File: config.mk
export PLATFORM = sky130hd
export DESIGN_NAME = fifo_2bit_buffer
export DESIGN_NICKNAME = d
export VERILOG_FILES = /design/src/rtl/fifo_2bit_buffer.sv
export SDC_FILE = /design/constraint.sdc
export NUM_CORES = 1
export LEC_CHECK = 0
export ABC_CLOCK_PERIOD_IN_PS = 3250
export CAP_MARGIN = 20
export CELL_PAD_IN_SITES_DETAIL_PLACEMENT = 0
export CELL_PAD_IN_SITES_GLOBAL_PLACEMENT = 1
export CORE_MARGIN = 2
export CORE_UTILIZATION = 43
export DETAILED_ROUTE_END_ITERATION = 7
export PLACE_DENSITY_LB_ADDON = 0.1
export RECOVER_POWER = 25
export SLEW_MARGIN = 20
export SYNTH_ARGS = -nofsm -noshare
export SYNTH_HDL_FRONTEND = slang
export SYNTH_SLANG_ARGS = --single-unit
File: constraint.sdc
create_clock -name clk -period 3.25 [get_ports clk]
set_clock_uncertainty 0.15 [all_clocks]
set_input_delay 0.8125 -clock clk [delete_from_list [all_inputs] [get_ports clk]]
set_output_delay 0.8125 -clock clk [all_outputs]
set_load 0.02 [all_outputs]
File: src/rtl/fifo_2bit_buffer.sv
// Four-entry FIFO behind the 2-bit valid-qualified mux: captures each valid word,
// returns it one cycle after a pop, and reports occupancy plus sticky error flags.
module fifo_2bit_buffer #(
    parameter int DATA_WIDTH   = 2,
    parameter int ADDR_WIDTH   = 2,
    parameter int ALMOST_FULL  = 3,
    parameter int ALMOST_EMPTY = 1
) (
    input  logic                  clk,
    input  logic                  reset,
    input  logic [DATA_WIDTH-1:0] dataIn,
    input  logic                  validIN,
    input  logic                  pop,
    output logic [DATA_WIDTH-1:0] dataOut,
    output logic                  validOUT,
    output logic [ADDR_WIDTH:0]   count,
    output logic                  full,
    output logic                  empty,
    output logic                  almost_full,
    output logic                  almost_empty,
    output logic                  overflow,
    output logic                  underflow
);

    localparam int DEPTH = 1 << ADDR_WIDTH;
    localparam logic [ADDR_WIDTH:0]   DEPTH_C = DEPTH[ADDR_WIDTH:0];
    localparam logic [ADDR_WIDTH:0]   AF_C    = ALMOST_FULL[ADDR_WIDTH:0];
    localparam logic [ADDR_WIDTH:0]   AE_C    = ALMOST_EMPTY[ADDR_WIDTH:0];
    localparam logic [ADDR_WIDTH:0]   CNT_ONE = 1;
    localparam logic [ADDR_WIDTH-1:0] PTR_ONE = 1;

    logic [DATA_WIDTH-1:0] mem_q [DEPTH];
    logic [ADDR_WIDTH-1:0] wr_ptr_q, wr_ptr_d;
    logic [ADDR_WIDTH-1:0] rd_ptr_q, rd_ptr_d;
    logic [ADDR_WIDTH:0]   count_q, count_d;
    logic [DATA_WIDTH-1:0] dout_q, dout_d;
    logic                  vld_q, vld_d;
    logic                  ovf_q, ovf_d;
    logic                  udf_q, udf_d;
    logic                  push_acc, pop_acc;

    // Pop is decided first so a full FIFO can accept a push into the slot being freed.
    assign pop_acc  = pop && (count_q != '0);
    assign push_acc = validIN && ((count_q != DEPTH_C) || pop_acc);

    always_comb begin
        wr_ptr_d = wr_ptr_q;
        rd_ptr_d = rd_ptr_q;
        count_d  = count_q;
        dout_d   = dout_q;
        vld_d    = 1'b0;
        ovf_d    = ovf_q;
        udf_d    = udf_q;
        if (push_acc) begin
            wr_ptr_d = wr_ptr_q + PTR_ONE;
        end
        if (pop_acc) begin
            rd_ptr_d = rd_ptr_q + PTR_ONE;
            dout_d   = mem_q[rd_ptr_q];
            vld_d    = 1'b1;
        end
        if (push_acc && !pop_acc) begin
            count_d = count_q + CNT_ONE;
        end else if (pop_acc && !push_acc) begin
            count_d = count_q - CNT_ONE;
        end
        if (validIN && !push_acc) begin
            ovf_d = 1'b1;
        end
        if (pop && !pop_acc) begin
            udf_d = 1'b1;
        end
    end

    always_ff @(posedge clk or posedge reset) begin
        if (reset) begin
            wr_ptr_q <= '0;
            rd_ptr_q <= '0;
            count_q  <= '0;
            dout_q   <= '0;
            vld_q    <= 1'b0;
            ovf_q    <= 1'b0;
            udf_q    <= 1'b0;
        end else begin
            wr_ptr_q <= wr_ptr_d;
            rd_ptr_q <= rd_ptr_d;
            count_q  <= count_d;
            dout_q   <= dout_d;
            vld_q    <= vld_d;
            ovf_q    <= ovf_d;
            udf_q    <= udf_d;
        end
    end

    // Storage is deliberately left out of reset; pointers guard stale entries.
    always_ff @(posedge clk) begin
        if (push_acc) begin
            mem_q[wr_ptr_q] <= dataIn;
        end
    end

    assign dataOut      = dout_q;
    assign validOUT     = vld_q;
    assign count        = count_q;
    assign full         = (count_q == DEPTH_C);
    assign empty        = (count_q == '0);
    assign almost_full  = (count_q >= AF_C);
    assign almost_empty = (count_q <= AE_C);
    assign overflow     = ovf_q;
    assign underflow    = udf_q;

endmodule

Word level (Yosys, flattened, before mapping)
Memory sizes are Yosys's and may differ from the RTL's. A register that Yosys moved wholly into a read port is not among the register bits.
Index checks and enable logic that the tools add are counted.
{ "word_totals": {"ramBits": 8, "inputBits": 6, "n_memories": 1, "register_bits": 10, "word_cells": 32, "out_inout_bits": 12} }
{ "classes": {"n_eq_ne": 2, "magnitude_cmp": 2, "muxes": 5, "reduce_logical": 12, "addsub": 4} }
{ "mem_list": {"columns": ["memory", "words", "word_bits", "read_ports", "rd_clocked_by_memory_dff", "write_ports", "line_no", "text"], "rows": [
  ["mem_q", 4, 2, 1, 1, 1, "32", "logic [DATA_WIDTH-1:0] mem_q [DEPTH];"]
]} }
{ "ops": {"columns": ["operator", "n"], "rows": [
  ["$logic_and A1 B1 Y1", 6],
  ["$mux W3", 2],
  ["$add A2 B1 Y2 const B", 2],
  ["$add A3 B1 Y3 const B", 1],
  ["$eq A3 B3 Y1 const B", 1],
  ["$ge A3 B2 Y1 const B", 1],
  ["$le A3 B1 Y1 const B", 1],
  ["$logic_not A3 Y1", 1],
  ["$mux W1", 3],
  ["$ne A3 B3 Y1 const B", 1],
  ["$reduce_bool A3 Y1", 1],
  ["$sub A3 B1 Y3 const B", 1],
  ["$logic_not A1 Y1", 2],
  ["$reduce_bool A2 Y1", 1],
  ["$logic_or A1 B1 Y1", 1]
]} }

Depth between registers and ports, before layout
{ "logic_depth": {"word_depth": 8, "depth_mapped": 9} }

Worst setup path before layout
Ideal clock, no wire load.
{ "synth_timing": {"path_kind": "reg-to-reg", "startpoint": "reg count_q[0], in the netlist count[0]", "endpoint": "reg count_q[2], in the netlist count[2]", "required_ps": 2971, "period_less_slack_ps": 2187, "n_path_buf": 1, "setup_slack_ps": 1063, "arrival_time_ps": 1908, "path_stages_with_launch": 9, "cell_sequence": "dfrtp_1 -> inv_1 -> ha_1 -> nor2b_2 -> nand2b_1 -> buf_2 -> ha_1 -> o21ai_0 -> o21ai_0"} }
{ "synth_via": {"elab_chain_len": 7, "word_cells_on_any_way": 14} }
{ "synth_rtl": {"columns": ["element", "line_no", "text"], "rows": [
  ["start: declaration", "35", "logic [ADDR_WIDTH:0] count_q, count_d;"],
  ["start signal: assignment", "87", "count_q <= count_d;"],
  ["branches (longest 7 deep; another with $sub A3 B1 Y3)", null, null]
]} }
Several ways; the timed one is not identified. The select of a mux whose other input is x is not followed.
A chain may end at the register's enable or synchronous reset.

Final worst setup path
{ "layout_timing": {"startpoint": "reg count_q[0], in the netlist count[0]", "endpoint": "out empty"} }
{ "layout_via": {"elab_chain_len": 1} }
{ "layout_rtl": {"columns": ["element", "line_no", "text"], "rows": [
  ["$logic_not A3 Y1", "106", "assign empty = (count_q == '0);"],
  ["end: declaration", "18", "output logic empty,"]
]} }
No other way between the ends.

==> metrics list <==
- The run finished with clean final reports.
- Final ANT Viol Nets: 0
- Global-route wire length before repair: between 2 and 2.5 mm
* Shortest period the worst path allows: 2.86 ns
* Starting DRT DRC Count: 11
* Number of instances in the synthesized netlist: between 70 and 80
- Largest fanout of any net on the critical path: 5
* Internal reg-to-reg setup slack: 1.14 ns
* PwrDens: 897 nW/um^2
- Initial standard-cell utilization of the core: 44.5%
- Chip Height: around 51 um
- From synthesis to final layout, the design area changed by 23.5%.
- Portion of total power attributed to sequential cells: roughly two fifths
- I/O pin count: 18
- The finished cells cover 1190 sq um.
- Global placer's final weighted congestion: 0.789
- Clock latency at the later pin of the worst-skew pair: just under 0.3 ns
- The worst register-to-register path begins at count[0]$_DFFE_PP0P_.
* Detailed-router iteration count before antenna repair: 4
* Routed wire length: ~1.4 mm
- The longest clock path from root to sink contains 2 buffers.
- For the worst setup path, the data arrival time is 1.90 ns.
* Post-cts sizing count: 0
* End of the worst register-to-register path: count[2]$_DFFE_PP0P_
- Worst Setup End Kind: output port
- In this run the clock root is driven by a clkbuf_4.
- Clock tree synthesis inserted a total of 3 buffers.
- Cell depth of the worst hold path: 1
* Number of vias in the routed layout: around 570
- Ys Warns: 0
* PortBufs: 17
- The floorplan step defined a die boundary enclosing around 2600 sq um.
* Post-synth design cell area: 965 sq um
* Per-cell via count in the routed design: 4.70
- Placed instance count: between 100 and 150
- Summing the sequential cell areas from Yosys gives between 50% and 60% of the chip area.
- Dividing the detail-routed wire length by the instance count gives roughly 11 um.
- Fraction of power spent switching nets: a little under two fifths
- CTS sink count: 20
- DRC violation count after routing: 0
- A synthesized cell averages around 13 sq um.
- Cell internal power was estimated by the tool at 0.000668 W.
- Final setup fails: 0
- For the final routed database, the setup TNS stands at 0 ns.
* Maximum ir drop on the vdd rail: 0.391 mV
- Max-cap check violation count: 0
* Layout Nets: 111
* Layout cell share with drive strength beyond 1: under 10%
- After layout, the worst path uses roughly 88% of the clock period.
* Post-layout util: a little over half
- Yosys cell types: 19
* Total half-perimeter wirelength after legalization and detailed placement: 1.10 mm
- The max-slew violation count came to 0.
* Clock-pin transition on the worst setup and hold timing paths: about 0.10 ns
* Kind of critical path: reg -> out
- The number of endpoints with negative hold slack in the final report is 0.
- Summed over all nets, the switching power comes to 0.000400 W.
- The path with the worst hold slack has its endpoint at underflow$_DFFE_PP0P_.
* Min-delay worst type: reg -> reg
- TritonCTS built the clock tree.
* Hold Path Origin: underflow$_DFFE_PP0P_
- Number of nets produced by synthesis: 90
* Post-CTS Hold Buffers: 0
- The finished layout holds approximately 120 standard cells, fillers aside.
* Max transition margin: between 60% and 70%
- Power comes to 0.00107 W.
* Antenna cells: 0
- Post-CTS timing repair inserted 0 buffers for setup.
- Largest net degree at the start of global routing: 13
- Number of antenna violations at the first check in global routing: 0
* Cell Area, Placed: 1160 sq um
* R2R depth: 7
- Overall track demand over capacity in global routing: between 10 and 15%
* Congestion Overflow GR: 0
- CTS built an H-tree with a depth of 1.
- At the worst endpoint, the required time is 2.29 ns.
* Part of the total power dissipated in the clock network: 10.7%
- Cell row count: 17
- Width of the die: a little over 50 um
- Number of global-route vias before repair: ~540
* FF+latch count, synth: 20
- Combinational cells account for between 40% and 50% of the total power.
- Leakage power: roughly 0.52 nW
- Setup repair after global routing missed its margin: false
* Highest Clock Rate: between 0.3 and 0.4 GHz
* Core Area: ~2200 sq um
- For the pin with the worst max-slew slack, the measured transition is roughly 0.45 ns.
- Type of element launching the critical path: register
==> cell usage after synthesis, drive strengths merged <==
cell type	count	area (sq um)
ha	10	125
xor2	2	17.5
and2	4	25.0
nand2	3	11.3
dfrtp	12	300
mux4	2	52.6
nor2b	2	15.0
o21ai	4	20.0
inv	8	30.0
nand2b	1	6.26
edfxtp	8	240
o21a	1	8.76
buf	1	5.00
a21oi	2	10.0
xnor2	3	26.3
a21o	2	15.0
mux2	3	33.8
nor2	6	22.5
==> power by group through the flow <==
stage / sequential (W) / clock, W / combinational (W)
6_report: 0.000424 / 0.000114 / 0.000530
5_1_grt: 0.000439 / 0.000132 / 0.000586
4_1_cts: 0.000427 / 0.000121 / 0.000541
3_5_place_dp: 0.000433 / 0 / 0.000537
3_3_place_gp: 0.000431 / 0 / 0.000539
2_1_floorplan: 0.000468 / 0 / 0.000297
==> cell type report <==
cell class	count	area [sq um]
sequential	20	541
clock buffer	3	22.5
inverter	8	30.0
multi-input combinational	45	389
clock inverter	1	3.75
fill	214	978
timing repair buffer	17	170
tap	28	35.0
==> through the flow <==
step / worst slack (ns) / hold WS, ns
4_1_cts: 0.365 / 0.324
3_5_place_dp: 0.702 / 0.299
2_1_floorplan: 1.06 / 0.319
5_1_grt: 0.248 / 0.353
3_3_place_gp: 0.709 / 0.290
6_report: 0.392 / 0.316
==> worst max-delay path by stage <==
stage / start / to / slack (ns)
floorplan: count[0]$_DFFE_PP0P_ / count[2]$_DFFE_PP0P_ / 1.06
global placement: count[0]$_DFFE_PP0P_ / empty / 0.71
detailed placement: count[0]$_DFFE_PP0P_ / empty / 0.70
CTS: count[0]$_DFFE_PP0P_ / empty / 0.36
global route: count[0]$_DFFE_PP0P_ / empty / 0.25
finish: count[0]$_DFFE_PP0P_ / empty / 0.39
==> per-layer routing <==
metal	GRT usage, %	share of wire [%]	wire, um
met1	17.0	49	678
met2	18.8	45	630
met3	3.51	4.8	66
met4	6.58	0.94	13
met5	0	0	0
==> logic make-up after synthesis <==
family	synth area share, %
simple gates	8.30
mux	8.95
flops	56.0
compound gates	5.58
xor+xnor	4.54
fa+ha+maj	13.0
buf+inv	3.63
==> placed cells by master, fill, tap and decap left out <==
cell             instances
clkdlybuf4s50_1         14
dfrtp_1                 12
ha_1                    10
inv_1                    8
edfxtp_1                 8
nor2_1                   6
o21ai_0                  4
and2_1                   4
nand2_1                  3
mux2_2                   3
xnor2_1                  3
clkbuf_4                 3
dlygate4sd3_1            3
mux4_1                   2
xor2_1                   2
a21oi_1                  2
a21o_1                   2
o21a_2                   1
nor2b_2                  1
nand2b_1                 1
nor2b_1                  1
clkinv_1                 1
==> flip-flops by register name, indices dropped and copies added, names as in the netlist <==
| name | count |
|---|---|
| dataOut | 2 |
| rd_ptr_q | 2 |
| count | 3 |
| wr_ptr_q | 2 |
| mem_q | 8 |
| overflow | 1 |
| validOUT | 1 |
| underflow | 1 |
==> worst max-delay path: stages, from the launching register on <==
cell and delay, ns:
dfrtp_1 0.45, inv_1 0.14, ha_1 0.17, nor2b_2 0.21, clkdlybuf4s50_1 0.63
Power figures use the tool's default switching activity.
